## src/rtl/y86_pkg.sv

```systemverilog
// Shared Y86-64 encodings: instruction codes, status codes and register-id defaults.
// Also holds the W-latch control record used by the write-back stage.
package y86_pkg;

  localparam logic [3:0] IHALT   = 4'h0;
  localparam logic [3:0] INOP    = 4'h1;
  localparam logic [3:0] IRRMOVQ = 4'h2;
  localparam logic [3:0] IIRMOVQ = 4'h3;
  localparam logic [3:0] IRMMOVQ = 4'h4;
  localparam logic [3:0] IMRMOVQ = 4'h5;
  localparam logic [3:0] IOPQ    = 4'h6;
  localparam logic [3:0] IJXX    = 4'h7;
  localparam logic [3:0] ICALL   = 4'h8;
  localparam logic [3:0] IRET    = 4'h9;
  localparam logic [3:0] IPUSHQ  = 4'hA;
  localparam logic [3:0] IPOPQ   = 4'hB;

  localparam logic [1:0] SAOK = 2'd0;
  localparam logic [1:0] SHLT = 2'd1;
  localparam logic [1:0] SADR = 2'd2;
  localparam logic [1:0] SINS = 2'd3;

  localparam int RNONE_DEF = 15;
  localparam int RSP_DEF   = 4;

  typedef struct packed {
    logic       valid;
    logic [3:0] icode;
    logic       cnd;
    logic [3:0] ra;
    logic [3:0] rb;
    logic [1:0] stat;
  } w_ctl_t;

  // A bubble is a non-valid NOP whose register fields name no register.
  function automatic w_ctl_t w_bubble_ctl();
    w_ctl_t c;
    c.valid = 1'b0;
    c.icode = INOP;
    c.cnd   = 1'b0;
    c.ra    = 4'(RNONE_DEF);
    c.rb    = 4'(RNONE_DEF);
    c.stat  = SAOK;
    return c;
  endfunction

endpackage

```

## src/rtl/wb_dst_decode.sv

```systemverilog
// Pure combinational destination decode: icode/cnd/rA/rB -> dstE/dstM.
// Shared with the pipelined forwarding logic, so it carries no state.
module wb_dst_decode
  import y86_pkg::*;
#(
  parameter int RNONE = RNONE_DEF,
  parameter int RSP   = RSP_DEF
) (
  input  logic [3:0] icode,
  input  logic       cnd,
  input  logic [3:0] ra,
  input  logic [3:0] rb,
  output logic [3:0] dst_e,
  output logic [3:0] dst_m
);

  always_comb begin
    dst_e = 4'(RNONE);
    dst_m = 4'(RNONE);
    case (icode)
      IRRMOVQ: if (cnd) dst_e = rb;
      IIRMOVQ,
      IOPQ:    dst_e = rb;
      IMRMOVQ: dst_m = ra;
      ICALL,
      IRET,
      IPUSHQ:  dst_e = 4'(RSP);
      IPOPQ: begin
        dst_e = 4'(RSP);
        dst_m = ra;
      end
      default: ;
    endcase
  end

endmodule

```

## src/rtl/wb_regfile_stage.sv

```systemverilog
// Write-back stage: W latch, destination decode, two-write/two-read register file
// with commit bypass, sticky halt and a retired-instruction counter.
module wb_regfile_stage
  import y86_pkg::*;
#(
  parameter int DATA_W = 64,
  parameter int NREG   = 15,
  parameter int RNONE  = RNONE_DEF,
  parameter int RSP    = RSP_DEF,
  parameter int CNT_W  = 32
) (
  input  logic              clk,
  input  logic              rst_n,
  input  logic              m_valid,
  input  logic [3:0]        m_icode,
  input  logic              m_cnd,
  input  logic [3:0]        m_rA,
  input  logic [3:0]        m_rB,
  input  logic [DATA_W-1:0] m_valE,
  input  logic [DATA_W-1:0] m_valM,
  input  logic [1:0]        m_stat,
  input  logic              w_stall,
  input  logic              w_bubble,
  input  logic [3:0]        srcA,
  input  logic [3:0]        srcB,
  output logic [DATA_W-1:0] valA,
  output logic [DATA_W-1:0] valB,
  output logic [3:0]        w_dstE,
  output logic [3:0]        w_dstM,
  output logic [DATA_W-1:0] w_valE,
  output logic [DATA_W-1:0] w_valM,
  output logic              retire,
  output logic              halted,
  output logic [1:0]        stat_out,
  output logic [CNT_W-1:0]  instr_cnt
);

  // Latch control: w_bubble clears the W latch, else w_stall holds it, else it
  // loads the M stage; m_valid marks whether the loaded entry is an instruction.
  w_ctl_t            w_ctl;
  logic [DATA_W-1:0] regs [NREG];
  logic              commit, wr_ok, we_e, we_m;

  always_ff @(posedge clk or negedge rst_n) begin
    if (!rst_n) begin
      w_ctl  <= w_bubble_ctl();
      w_valE <= '0;
      w_valM <= '0;
    end else if (w_bubble) begin
      w_ctl  <= w_bubble_ctl();
      w_valE <= '0;
      w_valM <= '0;
    end else if (!w_stall) begin
      w_ctl  <= '{valid: m_valid, icode: m_icode, cnd: m_cnd,
                  ra: m_rA, rb: m_rB, stat: m_stat};
      w_valE <= m_valE;
      w_valM <= m_valM;
    end
  end

  wb_dst_decode #(.RNONE(RNONE), .RSP(RSP)) u_dst_decode (
    .icode (w_ctl.icode),
    .cnd   (w_ctl.cnd),
    .ra    (w_ctl.ra),
    .rb    (w_ctl.rb),
    .dst_e (w_dstE),
    .dst_m (w_dstM)
  );

  function automatic logic in_range(input logic [3:0] id);
    return (id != 4'(RNONE)) && (int'(id) < NREG);
  endfunction

  assign commit = w_ctl.valid && !halted;
  assign retire = commit;
  assign wr_ok  = commit && (w_ctl.stat == SAOK);
  assign we_e   = wr_ok && in_range(w_dstE);
  assign we_m   = wr_ok && in_range(w_dstM);

  // The M write comes second so it wins when both target the same register.
  always_ff @(posedge clk or negedge rst_n) begin
    if (!rst_n) begin
      for (int i = 0; i < NREG; i++) regs[i] <= '0;
    end else begin
      if (we_e) regs[w_dstE] <= w_valE;
      if (we_m) regs[w_dstM] <= w_valM;
    end
  end

  always_ff @(posedge clk or negedge rst_n) begin
    if (!rst_n) begin
      halted    <= 1'b0;
      stat_out  <= SAOK;
      instr_cnt <= '0;
    end else if (commit) begin
      instr_cnt <= instr_cnt + 1'b1;
      stat_out  <= w_ctl.stat;
      if (w_ctl.stat != SAOK) halted <= 1'b1;
    end
  end

  function automatic logic [DATA_W-1:0] read_port(input logic [3:0] id);
    if (!in_range(id))                return '0;
    else if (we_m && (w_dstM == id))  return w_valM;
    else if (we_e && (w_dstE == id))  return w_valE;
    else                              return regs[id];
  endfunction

  always_comb begin
    valA = read_port(srcA);
    valB = read_port(srcB);
  end

endmodule

```

## config.mk

```make
export PLATFORM = sky130hd
export DESIGN_NAME = wb_regfile_stage
export DESIGN_NICKNAME = d
export VERILOG_FILES = /design/src/rtl/y86_pkg.sv /design/src/rtl/wb_dst_decode.sv /design/src/rtl/wb_regfile_stage.sv
export SDC_FILE = /design/constraint.sdc
export NUM_CORES = 2
export LEC_CHECK = 0
export CAP_MARGIN = 20
export CORE_MARGIN = 4
export CORE_UTILIZATION = 60
export CTS_CLUSTER_DIAMETER = 80
export DETAILED_ROUTE_END_ITERATION = 10
export GPL_ROUTABILITY_DRIVEN = 0
export PLACE_DENSITY = 0.81
export REMOVE_ABC_BUFFERS = 1
export SYNTH_ARGS = -nofsm -noshare
export SYNTH_HDL_FRONTEND = slang
export SYNTH_SLANG_ARGS = --single-unit
```

## constraint.sdc

```tcl
create_clock -name clk -period 7.9 [get_ports clk]
set_clock_uncertainty 0.1 [all_clocks]
set_input_delay 2.37 -clock clk [delete_from_list [all_inputs] [get_ports clk]]
set_output_delay 2.37 -clock clk [all_outputs]
set_load 0.1 [all_outputs]
```

== Yosys cells after proc, flatten, opt, wreduce, memory -nomap -nowiden ==
Cells that the tools add are included.
Word-level totals
  flip-flop bits (word level): 1139
  input port bits: 156
  logic and storage cells: 108
Cells by class
  multiplexer cells: 29
  equal/unequal tests: 17
  bitwise logic cells: 4
  reductions and logical operators: 21
  add/subtract/negate cells: 1
  $lt $le $gt $ge: 10
Operators by type and width (count)
  $bwmux W960: 2
  $mux W960: 2
  $mux W64: 16
  $bmux W64 S4: 2
  $demux W64 S4: 2
  $add A32 B1 Y32 const B: 1
  $mux W16: 2
  $ge A5 B5 Y1 const B: 4
  $not A4 Y5: 4
  $eq A4 B4 Y1: 4
  $eq A4 B4 Y1 const B: 4
  $lt A4 B4 Y1 const B: 4
  $ne A4 B4 Y1 const B: 4
  $logic_and A1 B1 Y1: 14
  $pmux W4 S3: 1
  $lt A5 B1 Y1 const B: 2
  $eq A4 B2 Y1 const B: 2
  $eq A4 B3 Y1 const B: 2
  $mux W4: 2
  $reduce_or A2 Y1: 2
  $reduce_or A4 Y1: 1
  $logic_not A2 Y1: 1
  $ne A2 B1 Y1 const B: 1
  $reduce_and A2 Y1: 1
  2 further kinds: 2

== Longest topological paths before layout ==
  word-level depth: 12
  depth in mapped cells: 10

== By module ==
A second synthesis with hierarchy kept.
Unflattened totals
  cell total of the unflattened synthesis: 7109
  area total of the unflattened synthesis: 69750.6 um^2
Modules (own cells, without submodules)
  wb_regfile_stage: cells each 7087, instances 1, area an instance 69611.8 um^2
  wb_dst_decode: cells each 22, instances 1, area an instance 138.9 um^2

== Least setup slack after synthesis ==
Ideal clock, no wire load.
  path kind: input to output
  start point: input srcA[0]
  end point: output valA[13]
  arrival: 6371 ps
  path buffers: 4
  cell stages on the path: 9
  setup slack: -941 ps
  required time: 5430 ps
  cell sequence: buf_2 -> buf_1 -> buf_1 -> buf_2 -> mux2i_1 -> o21ai_0 -> mux4_2 -> mux2i_1 -> o21ai_0
Between the ends
  longest elaborated chain between the ends: 7
  elaborated cells between the ends (all ways): 14
  classes of those cells: order compare (1); eq/ne (3); mux (6); bitwise (1); reduce/logical (3)
RTL lines
  start, declared: RTL line wb_regfile_stage.sv:24  | input logic [3:0] srcA,
  $not A4 Y5 (implied by the code): RTL line wb_regfile_stage.sv:106  | else return regs[id];
  $bmux W64 S4: RTL line wb_regfile_stage.sv:106
  $mux W64 (implied by the code) (2 in series): RTL line wb_regfile_stage.sv:106
  $mux W64: RTL line wb_regfile_stage.sv:105  | else if (we_e && (w_dstE == id)) return w_valE;
  $mux W64: RTL line wb_regfile_stage.sv:104  | else if (we_m && (w_dstM == id)) return w_valM;
  $mux W64 *: RTL line wb_regfile_stage.sv:103  | if (!in_range(id)) return '0;
  end, declared: RTL line wb_regfile_stage.sv:26  | output logic [DATA_W-1:0] valA,
Every way passes the cells marked *; elsewhere a longest branch is shown, timed or not. The select of a mux whose other input is x is not followed.

== Worst setup path in the final report ==
  start point: input srcA[3]
  end point: output valA[38]
The elaborated chain is that of the path after synthesis.

==> results.yml <==
worst_setup_path:
  worstSetupPathType: "input port to output port"
  worst_ep_required_time_ns: 5.43
  startpoint_type: "input port"
  crit_fanout: 16
  crit_arrival_ns: 5.38
  critPathCaptureType: "output port"
detailed_routing:
  final_antenna_net_count: 0
  vias_per_cell: 7.08
  drtIter0Drc: 9014
  drc: 0
  firstDrtPassIters: 6
  wl_per_cell_um: 29.2
  num_vias: 58000
  routed_wl_um: 239000
sta:
  hold_viol: 0
  period_needed_ns: 7.85
  slew_violations: 0
  setup_viol: 0
  worst_slew_margin_rel_pct: 20.2
  whs_ns: 0.368
  worst-slew-pin-transition_ns: 1.20
  period_share_pct: 99.3
  rsz0062_at_grt: "false"
  fmax_mhz: 127
  tns_ns: 0
placement:
  port_buffers: 455
  hpwl_um: 135000
  place_area_um2: 76300
floorplan:
  die_w_um: 349
  io-pin-count: 456
  die_area_um2: 122000
  start_util_pct: 60.7
  die_h_um: 349
  row_count: 124
  core_um2: 115000
logic_synthesis:
  seq_area_frac_synth_pct: 40.9
  netlist_instances: 6619
  syn_area_um2: 69700
  yosys_most_used_dff: "dfrtp_1"
  synth_edf_count: 0
  ys_types: 56
  ys_warn_count: 0
  avgSynthCellArea_um2: 10.5
  ys_ff_latch: 1139
  synthArstFlopShare_pct: 100
power_and_ir_drop:
  power_mw: 14.0
  p_leak_nw: 34.2
  irDropWorstVdd_uv: 217
  p_per_area_nw_per_um2: 174
layout:
  layout_commonest_cell: "mux2i_1"
  design_area_um2: 80600
  register_area_um2: 28500
  final_cell_mix: "1,217 x mux2i_1, 1,179 x nand2_1, 1,130 x dfrtp_1"
  drive_gt1_share_pct: 17.7
  n_fill_cell: 7879
  post-route-util_pct: 70.2
  layout.nets: 6740
  multi_input_area_um2: 38200
  synthToLayoutAreaGrowth_pct: 15.7
clock_tree:
  clk_pin_slew_worst_paths_ns: 0.06
  cts.sinks: 1139
  worstSkewPairLatency_ns: 0.77
  cts_buffer_depth: 3
  holdBufCountCts: 0
  cts_buffers: 130
  clock-root-buffer: "clkbuf_16"
  cts_tree: "done"
  cts_resized: 0
  postCtsSetupRepairBufs: 0
  htreeDepth: 4
global_routing:
  overflow: 0
  grt_max_degree: 180
  grt_pass1_vias: 57900
  grt_usage_pct: 38.9
  grt_first_pass_wirelength_um: 360000
  antenna_found_initial: 6
outcome:
  status: "complete, no violations"
worst_hold_path:
  hold_class: "register to register"
run:
  maxCapViolations: 0
## Yosys cell counts, types with 3 or more instances
library cell / count / area, um2
mux2i_1: 1217 / 12200
nand2_1: 1183 / 4440
dfrtp_1: 1130 / 28300
o21ai_0: 1017 / 5090
clkbuf_1: 609 / 2290
mux4_2: 512 / 11500
nor2_1: 281 / 1050
buf_2: 113 / 566
mux2_2: 97 / 1090
a21oi_1: 73 / 365
buf_1: 71 / 267
a31oi_1: 65 / 407
mux2_1: 31 / 349
xnor2_1: 31 / 272
nand3_1: 24 / 120
nor2b_1: 15 / 93.8
o21ai_1: 12 / 60.1
inv_1: 11 / 41.3
a211o_1: 10 / 87.6
and3_1: 10 / 62.6
nand4_1: 10 / 62.6
xor2_1: 10 / 87.6
dfstp_2: 9 / 236
nor3_1: 8 / 40.0
nor2_2: 7 / 43.8
buf_6: 6 / 67.6
nor4_1: 5 / 31.3
nor4_4: 5 / 106
or3_1: 5 / 31.3
nand2b_1: 4 / 25.0
and4_1: 3 / 26.3
o211ai_1: 3 / 22.5
## critical path, stage by stage
cell,delay [ns]
clkdlybuf4s50_1,0.64
clkinv_2,0.15
o41ai_1,0.11
nand4_1,0.23
nor4_2,0.36
buf_4,0.25
buf_12,0.22
mux2i_1,0.10
o21ai_0,0.50
buf_4,0.25
buf_12,0.17
## cell families after synthesis
group                    count (synthesis)  share of synthesized area [%]
adder cells (fa/ha/maj)                  1                         0.0179
multiplexers                          1857                           36.1
XOR/XNOR                                41                          0.515
AND/OR/NAND/NOR                       1573                           8.96
flip-flops                            1139                           40.9
buffers and inverters                  813                           4.66
AO/OA/AOI/OAI                         1195                           8.87
## metal layers
layer	vias up	global-route usage, %	wire length (um)
met3	1221	12.8	33800
met5	-	0	37
met2	4836	57.9	105000
met4	6	22.2	15800
li1	23600	-	-
met1	28400	50.5	83900
## path summary, 6_finish.rpt
check                                    from            end  slack, ns  cells past startpoint
worst max-delay path                  srcA[3]       valA[38]       0.05                     11
worst min-delay path            instr_cnt[31]  instr_cnt[31]       0.37                      1
worst max register to register      w_ctl[14]      regs[179]       3.19                      8
worst min register to register  instr_cnt[31]  instr_cnt[31]       0.37                      1
max in group asynchronous               rst_n     w_valM[22]       4.52                      2
min in group asynchronous               rst_n  instr_cnt[20]       1.55                      1
## through the flow
stage,setup WS [ns],std cells
floorplan,-9.41,5818
global placement,0.274,7961
detailed placement,0.183,7961
CTS,0.164,8189
global route,0.0229,8191
finish,0.0548,8195
## layout make-up
class                   instances  share of cell area (%)
inverters                      12                  0.0574
flip-flops and latches       1139                    35.4
repair buffers                633                    9.61
diodes                          4                  0.0124
multi-input cells            4667                    47.3
well taps                    1512                    2.35
clock buffers                 186                    4.71
clock inverters                42                   0.560
## sequential cells by signal, indices dropped and copies added (netlist names)
| signal | count |
|---|---|
| regs | 960 |
| w_valE | 64 |
| w_valM | 64 |
| instr_cnt | 32 |
| w_ctl | 16 |
| stat_out | 2 |
| halted | 1 |
## where the power goes
group          switching, mW  internal [mW]
registers              0.322           5.97
logic                   1.10          0.545
clock network           2.56           3.55
total                   3.98           10.1
Power figures use the tool's default switching activity.
